## config.mk

```make
export PLATFORM = sky130hd
export DESIGN_NAME = gpio_link_scheduler_flat
export DESIGN_NICKNAME = d
export VERILOG_FILES = /design/src/rtl/gpio_link_scheduler_if.sv /design/src/rtl/gpio_link_scheduler.sv /design/src/flat_wrapper.sv
export SDC_FILE = /design/constraint.sdc
export NUM_CORES = 1
export LEC_CHECK = 0
export CAP_MARGIN = 10
export CORE_AREA = 2 2 66 74
export DETAILED_ROUTE_END_ITERATION = 10
export DIE_AREA = 0 0 68 76
export PLACE_DENSITY = 0.64
export SLEW_MARGIN = 20
export SYNTH_ARGS = -nofsm -noshare
export SYNTH_HDL_FRONTEND = slang
export SYNTH_SLANG_ARGS = --single-unit
```

## constraint.sdc

```tcl
create_clock -name CLOCK_50 -period 2.4 [get_ports CLOCK_50]
set_clock_uncertainty 0.05 [all_clocks]
set_input_delay 0.24 -clock CLOCK_50 [delete_from_list [all_inputs] [get_ports CLOCK_50]]
set_output_delay 0.24 -clock CLOCK_50 [all_outputs]
set_load 0.01 [all_outputs]
```

## src/rtl/gpio_link_scheduler_if.sv

```systemverilog
// Bus bundle between the GPIO link scheduler, its message requesters and the
// GPIO header pins. The gpio_parity pin exists only when GPIO_LINK_PARITY_EN
// is defined.
interface gpio_link_scheduler_if #(
  parameter int NUM_REQ = 2
) ();
  logic [NUM_REQ-1:0] req;
  logic [NUM_REQ-1:0] grant;
  logic [3:0]         tx_nibble;
  logic               nib_rd;
  logic [3:0]         gpio_data;
  logic               gpio_sclk;
  logic               gpio_done;
  logic               busy;
`ifdef GPIO_LINK_PARITY_EN
  logic               gpio_parity;

  modport master (
    input  req, tx_nibble,
    output grant, nib_rd, gpio_data, gpio_sclk, gpio_done, busy, gpio_parity
  );

  modport slave (
    output req, tx_nibble,
    input  grant, nib_rd, gpio_data, gpio_sclk, gpio_done, busy, gpio_parity
  );
`else
  modport master (
    input  req, tx_nibble,
    output grant, nib_rd, gpio_data, gpio_sclk, gpio_done, busy
  );

  modport slave (
    output req, tx_nibble,
    input  grant, nib_rd, gpio_data, gpio_sclk, gpio_done, busy
  );
`endif
endinterface

```

## src/rtl/gpio_link_scheduler.sv

```systemverilog
// Transmit-side scheduler for the 4-bit GPIO message link. Arbitrates
// round-robin among NUM_REQ requesters, pulls MSG_NIBBLES nibbles from the
// granted one and drives data, shared clock and message-done pins.
// Optional macro GPIO_LINK_PARITY_EN adds the gpio_parity pin (XOR of
// gpio_data, registered together with it).
module gpio_link_scheduler #(
  parameter int NUM_REQ     = 2,
  parameter int MSG_NIBBLES = 32,
  parameter int CLK_DIV     = 4
) (
  input  logic                  CLOCK_50,
  input  logic                  resetn,
  gpio_link_scheduler_if.master bus
);

  localparam int IDX_W = (NUM_REQ > 1) ? $clog2(NUM_REQ) : 1;
  localparam int CNT_W = $clog2(MSG_NIBBLES + 1);
  localparam int DIV_W = 8;

  localparam logic [2:0] IDLE  = 3'd0;
  localparam logic [2:0] GRANT = 3'd1;
  localparam logic [2:0] SETUP = 3'd2;
  localparam logic [2:0] LOW   = 3'd3;
  localparam logic [2:0] HIGH  = 3'd4;
  localparam logic [2:0] DONE  = 3'd5;

  logic [2:0]       state;
  logic [IDX_W-1:0] ptr;
  logic [IDX_W-1:0] gnt_idx;
  logic [IDX_W-1:0] sel_idx;
  logic [IDX_W-1:0] cand;
  logic             sel_found;
  logic [CNT_W-1:0] cnt;
  logic [DIV_W-1:0] div;
  logic             div_last;
  logic             cnt_last;

  // The divider counts every cycle of a phase; widened by one bit so the
  // comparison against CLK_DIV never truncates.
  assign div_last = (({1'b0, div} + 9'd1) == 9'(CLK_DIV));
  assign cnt_last = ((cnt + CNT_W'(1)) == CNT_W'(MSG_NIBBLES));

  // Pin-level strobes are pure state decodes, so they drop to 0 the moment
  // an asynchronous reset forces the state back to IDLE.
  assign bus.nib_rd    = (state == SETUP);
  assign bus.gpio_sclk = (state == HIGH);
  assign bus.gpio_done = (state == DONE);
  assign bus.busy      = (state != IDLE);

  // Round-robin pick: first set request at or after the pointer, wrapping.
  always_comb begin
    sel_found = 1'b0;
    sel_idx   = '0;
    cand      = '0;
    for (int i = 0; i < NUM_REQ; i++) begin
      cand = IDX_W'((int'(ptr) + i) % NUM_REQ);
      if (!sel_found && bus.req[cand]) begin
        sel_found = 1'b1;
        sel_idx   = cand;
      end
    end
  end

  // Message sequencer: grant, per-nibble SETUP/LOW/HIGH phases, DONE strobe.
  always_ff @(posedge CLOCK_50 or negedge resetn) begin
    if (!resetn) begin
      state         <= IDLE;
      ptr           <= '0;
      gnt_idx       <= '0;
      cnt           <= '0;
      div           <= '0;
      bus.grant     <= '0;
      bus.gpio_data <= '0;
`ifdef GPIO_LINK_PARITY_EN
      bus.gpio_parity <= 1'b0;
`endif
    end else begin
      case (state)
        IDLE: begin
          if (sel_found) begin
            bus.grant <= NUM_REQ'(1) << sel_idx;
            gnt_idx   <= sel_idx;
            state     <= GRANT;
          end
        end
        GRANT: begin
          div   <= '0;
          state <= SETUP;
        end
        SETUP: begin
          bus.gpio_data <= bus.tx_nibble;
`ifdef GPIO_LINK_PARITY_EN
          bus.gpio_parity <= ^bus.tx_nibble;
`endif
          // SETUP is the first low cycle of the nibble period.
          if (div_last) begin
            div   <= '0;
            state <= HIGH;
          end else begin
            div   <= div + DIV_W'(1);
            state <= LOW;
          end
        end
        LOW: begin
          if (div_last) begin
            div   <= '0;
            state <= HIGH;
          end else begin
            div <= div + DIV_W'(1);
          end
        end
        HIGH: begin
          if (div_last) begin
            div   <= '0;
            cnt   <= cnt + CNT_W'(1);
            state <= cnt_last ? DONE : SETUP;
          end else begin
            div <= div + DIV_W'(1);
          end
        end
        DONE: begin
          if (div_last) begin
            div       <= '0;
            cnt       <= '0;
            bus.grant <= '0;
            ptr       <= (gnt_idx == IDX_W'(NUM_REQ - 1)) ? '0 : gnt_idx + IDX_W'(1);
            state     <= IDLE;
          end else begin
            div <= div + DIV_W'(1);
          end
        end
        default: state <= IDLE;
      endcase
    end
  end

endmodule

```

## src/flat_wrapper.sv

```systemverilog
// flat-port wrapper written by rule: the top's interface ports become plain ports
module gpio_link_scheduler_flat 
#(
  parameter int NUM_REQ     = 2,
  parameter int MSG_NIBBLES = 32,
  parameter int CLK_DIV     = 4
)
  (CLOCK_50, resetn, bus_req, bus_tx_nibble, bus_grant, bus_nib_rd, bus_gpio_data, bus_gpio_sclk, bus_gpio_done, bus_busy);
  gpio_link_scheduler_if #(.NUM_REQ(NUM_REQ)) bus_i ();
  input  logic CLOCK_50;
  input  logic resetn;
  input wire logic [$bits(bus_i.req)-1:0] bus_req;
  input wire logic [$bits(bus_i.tx_nibble)-1:0] bus_tx_nibble;
  output wire logic [$bits(bus_i.grant)-1:0] bus_grant;
  output wire logic [$bits(bus_i.nib_rd)-1:0] bus_nib_rd;
  output wire logic [$bits(bus_i.gpio_data)-1:0] bus_gpio_data;
  output wire logic [$bits(bus_i.gpio_sclk)-1:0] bus_gpio_sclk;
  output wire logic [$bits(bus_i.gpio_done)-1:0] bus_gpio_done;
  output wire logic [$bits(bus_i.busy)-1:0] bus_busy;
  assign bus_i.req = bus_req;
  assign bus_i.tx_nibble = bus_tx_nibble;
  assign bus_grant = bus_i.grant;
  assign bus_nib_rd = bus_i.nib_rd;
  assign bus_gpio_data = bus_i.gpio_data;
  assign bus_gpio_sclk = bus_i.gpio_sclk;
  assign bus_gpio_done = bus_i.gpio_done;
  assign bus_busy = bus_i.busy;
  gpio_link_scheduler #(.NUM_REQ(NUM_REQ), .MSG_NIBBLES(MSG_NIBBLES), .CLK_DIV(CLK_DIV)) u_core (.CLOCK_50(CLOCK_50), .resetn(resetn), .bus(bus_i));
endmodule
```

Yosys cells after proc, flatten, opt, wreduce, memory -nomap -nowiden
Index checks and enable logic that the tools add are counted.
{ "classes": {"magnitude_cmp": 2, "muxes": 24, "n_shift": 1, "addsub": 5, "n_eq_ne": 11, "reduce_logical": 13} }
{ "op_table": {"columns": ["cell", "n"], "rows": [
  ["$mux 3", 6],
  ["$pmux 3 s6", 1],
  ["$pmux 8 s2", 1],
  ["$mux 6", 2],
  ["$pmux 6 s2", 1],
  ["$add 8x1->9 const B", 1],
  ["$eq 9x3->1 const B", 1],
  ["$mux 1", 9],
  ["$add 8x1->8 const B", 1],
  ["$mux 8", 1],
  ["$ne 2x1->1 const B", 4],
  ["$add 6x1->6 const B", 1],
  ["$eq 3x2->1 const B", 2],
  ["$eq 3x3->1 const B", 2],
  ["$eq 6x6->1 const B", 1],
  ["$reduce_and 3->1", 2],
  ["$reduce_bool 2->1", 3],
  ["$lt 1x2->1 const B", 2],
  ["$mux 2", 2],
  ["$pmux 2 s2", 1],
  ["$reduce_and 2->1", 2],
  ["$reduce_and 4->1", 1],
  ["$reduce_or 4->1", 1],
  ["$eq 3x1->1 const B", 1],
  ["other kinds (6)", 7]
]} }
{ "totals": {"wordCells": 63, "out_inout_bits": 10, "register_bits": 25, "input_bits": 8} }

Logic depth before layout (Yosys ltp)
{ "depth": {"ltp_word": 9, "ltp_mapped": 6, "mapped_depth_nobuf": 5} }

Worst setup path after synthesis
No wires, ideal clock.
{ "synth_timing": {"path_type": "register to register", "from": "reg u_core.cnt[0]", "to": "reg u_core.state[0]", "setup_ns": 0.126, "path_stages_with_launch": 6, "synth_period_minus_slack_ns": 1.688, "n_path_buf": 0, "required_ns": 2.224, "arrival_time_ns": 1.512, "path_slack_ns": 0.712, "path_cell_list": "dfrtp_1 ha_1 and2_1 o21ai_0 a221oi_4 a311o_1"} }
{ "synth_via": {"elab_chain_len": 5} }
{ "synth_lines": {"columns": ["item", "line_no", "source"], "rows": [
  ["from (decl)", "gpio_link_scheduler.sv:33", "logic [CNT_W-1:0] cnt;"],
  ["from (signal assigned)", "gpio_link_scheduler.sv:115", "cnt <= cnt + CNT_W'(1);"],
  ["$add 6x1->6", "gpio_link_scheduler.sv:41", "assign cnt_last = ((cnt + CNT_W'(1)) == CNT_W'(MSG_NIBBLES));"],
  ["$eq 6x6->1", "gpio_link_scheduler.sv:41", null],
  ["$mux 3", "gpio_link_scheduler.sv:116", "state <= cnt_last ? DONE : SETUP;"],
  ["$mux 3", "gpio_link_scheduler.sv:113", "if (div_last) begin"],
  ["$pmux 3 s6", "gpio_link_scheduler.sv:78", "case (state)"],
  ["to (signal assigned)", "gpio_link_scheduler.sv:116", null],
  ["to (decl)", "gpio_link_scheduler.sv:27", "logic [2:0] state;"]
]} }
No other way between the ends. The select of a mux whose other input is x is not followed.
A chain may end at the register's enable or synchronous reset.

Worst setup path after layout
{ "layout_timing": {"from": "reg u_core.state[2]", "to": "out bus_busy"} }
{ "layout_via": {"elab_chain_len": 1} }
{ "layout_lines": {"columns": ["item", "line_no", "source"], "rows": [
  ["$reduce_bool 3->1", "gpio_link_scheduler.sv:48", "assign bus.busy = (state != IDLE);"],
  ["to (decl)", "flat_wrapper.sv:19", "output wire logic [$bits(bus_i.busy)-1:0] bus_busy;"]
]} }
No other way between the ends.

==> out/results.ini <==
[status]
outcome = finished, final reports clean

[synthesis]
synthArstFlopShare = 1.00
ys_ff_latch = 25
ys.flop_type = dfrtp_1
syn_avg_cell_area_um2 = 9.63
synth_area_um2 = 1540
netlist-cell-type-count = 45
yosysWarnings = 0
netlist_instances = 160
syn-num-nets = 171
synth_seq_area_share = 0.406
synth_edf_count = 0

[sta]
fmax_ghz = 0.453
drv_slew = 0
worst_pin_slew_ns = 0.504
period_share = 0.920
setup_violations = 0
rsz0062_at_grt = false
timing.final.ws_setup_ns = 0.192
fin_setup_tns_ns = 0
hold_viol = 0
maxSlewHeadroom = 0.660
period_minus_slack_ns = 2.21

[placement]
gp_congestion = 0.774
post-place-ws_ns = 0.507
io_buffers = 17
place_hpwl_um = 2430

[detailed_routing]
drtPass1Iterations = 4
route.met3.wl_um = 126
drc = 0
routedWlPerCell_um = 14.7
wl_um = 3410
ant_nets = 0
dr_wl_met2_um = 1570
via_per_inst = 5.63
dr_total_vias = 1306
drt_iter0_markers = 67
top_layer = met4
wl_met1_um = 1620

[clock_tree]
postCtsSetupBuffers = 0
clk_path_buf_depth = 2
cts_max_level = 1
cts_sinks = 25
clock_latency_ns = 0.28
cts_resized = 0
cts_root_buffer = clkbuf_8
cts_buffers = 3
postCtsHoldBufs = 0
path_clk_slew_ns = 0.10
cts_tree = yes

[worst_setup_path]
worstRegToRegCells = 5
required_ns = 2.11
worstSetupPathType = register to primary output
reg2reg_to = u_core.bus.grant[0]
arrival_ns = 1.92
end_kind = primary output
crit_fanout = 18
r2r-start = u_core.div[0]
r2r_slack_ns = 0.49
crit_path_start_kind = register

[floorplanning]
rows = 26
initial_core_util = 0.343
dieArea_um2 = 5170
die_y_um = 76
core_um2 = 4490
io_pins = 18
dieWidth_um = 68

[final_layout]
layout-drive-gt1-share = 0.131
antennaDiodeCount = 0
final_nets = 188
area_growth_syn_to_layout_pct = 17.2
nFillCells = 443
area.sequential_um2 = 626
multi_input_area_um2 = 835

[pwr]
ir_worst_vdd_mv = 0.432
leakage_nw = 0.717
powerDensity_nw_per_um2 = 1000

[grt]
grt_max_degree = 26
gr-total-overflow = 0
antenna_found_initial = 0
grt_use_total = 0.142
grt_pass1_wl_um = 5580
grt_pass1_vias = 1163

[hold_path]
holdCritPathClass = primary input to async pin

[flow_run]
drv_cap = 0

[worst max-delay path, cell delays in order, from the launching register on]
cell and delay (ns):
dfrtp_1 0.51, buf_4 0.26, nor3_1 0.32, inv_1 0.07, clkdlybuf4s50_1 0.48
[Yosys cell counts (3+ instances only)]
cell | number | area share
dfrtp_1 | 25 | 0.41
nand2_1 | 14 | 0.034
o21ai_0 | 10 | 0.032
a21oi_1 | 7 | 0.023
nand3_1 | 7 | 0.023
inv_1 | 6 | 0.015
nor3_1 | 6 | 0.019
nor2b_1 | 5 | 0.020
a211oi_1 | 4 | 0.019
a32oi_1 | 4 | 0.023
buf_2 | 4 | 0.013
mux2_2 | 4 | 0.029
nand2b_1 | 4 | 0.016
nor2_1 | 4 | 0.0097
a221oi_1 | 3 | 0.017
a31o_2 | 3 | 0.017
a31oi_1 | 3 | 0.012
and3_1 | 3 | 0.012
clkbuf_1 | 3 | 0.0073
ha_1 | 3 | 0.024
mux2i_1 | 3 | 0.019
nor4_1 | 3 | 0.012
[layer usage]
metal  GRT usage  up-vias
li1            -      641
met1       0.202      628
met2       0.209       30
met3      0.0192        7
met4      0.0680        0
met5           0        -
[through the flow]
step / area, um^2 / instances / hold WS, ns / power (mW) / util
6_report: 1810 / 232 / 0.260 / 1.81 / 0.402
5_1_grt: 1810 / 232 / 0.312 / 1.94 / 0.402
2_1_floorplan: 1540 / 160 / -0.106 / 1.25 / -
3_3_place_gp: 1760 / 228 / 0.405 / 1.55 / 0.392
3_5_place_dp: 1760 / 228 / 0.414 / 1.55 / 0.392
4_1_cts: 1810 / 232 / 0.291 / 1.82 / 0.402
[power by group]
part / total [mW] / leakage, nW / switching (mW) / internal, mW
sequential: 0.713 / 0.325 / 0.169 / 0.544
combinational: 0.834 / 0.367 / 0.407 / 0.427
clock: 0.263 / 0.0255 / 0.147 / 0.117
[placed cells by master, fill, tap and decap left out, types with 3 or more instances in the layout]
cell type         n
and3_1            3
clkbuf_8          3
o21ai_0          10
a32oi_1           4
buf_4             5
dfrtp_1          25
nor4_1            3
mux2i_1           3
nand2b_1          4
nor3_1            6
a211oi_1          4
mux2_2            4
a21oi_1           7
ha_1              3
nand3_1           7
a221oi_1          3
clkdlybuf4s50_1  17
a31oi_1           3
inv_1             6
nor2b_1           5
nor2_1            4
a31o_2            3
nand2_1          14
[registers in the layout (all words and copies together) (netlist names)]
signal and cells:
u_core.bus.gpio_data 4, u_core.bus.grant 2, u_core.cnt 6, u_core.div 8, u_core.gnt_idx 1, u_core.ptr 1, u_core.state 3
[how the worst max path moves through the flow]
stage | startpoint | to | slack, ns | cells after the start
after CTS | u_core.state[2] | bus_busy | 0.19 | 4
final | u_core.state[2] | bus_busy | 0.19 | 4
after detailed placement | u_core.state[2] | bus_busy | 0.51 | 4
after global routing | u_core.state[2] | bus_gpio_sclk | 0.08 | 3
after global placement | u_core.state[2] | bus_busy | 0.53 | 4
after floorplan | u_core.cnt[0] | u_core.state[0] | 0.71 | 5
[cell type report]
cell class | count | share of cell area
Tap cell | 56 | 0.0388
Multi-Input combinational cell | 119 | 0.462
Clock inverter | 1 | 0.00277
Timing Repair Buffer | 22 | 0.115
Inverter | 6 | 0.0125
Sequential cell | 25 | 0.346
Clock buffer | 3 | 0.0229
[logic make-up (layout without fill, tap and decap cells)]
family,after synthesis,in the layout,share of synthesized area
AO/OA/AOI/OAI,46,46,0.222
adder cells (fa/ha/maj),5,5,0.0373
buffers and inverters,16,32,0.0528
flip-flops,25,25,0.406
multiplexers,7,7,0.0487
AND/OR/NAND/NOR,61,61,0.233
Note: power is estimated with default switching activity, not from simulation.
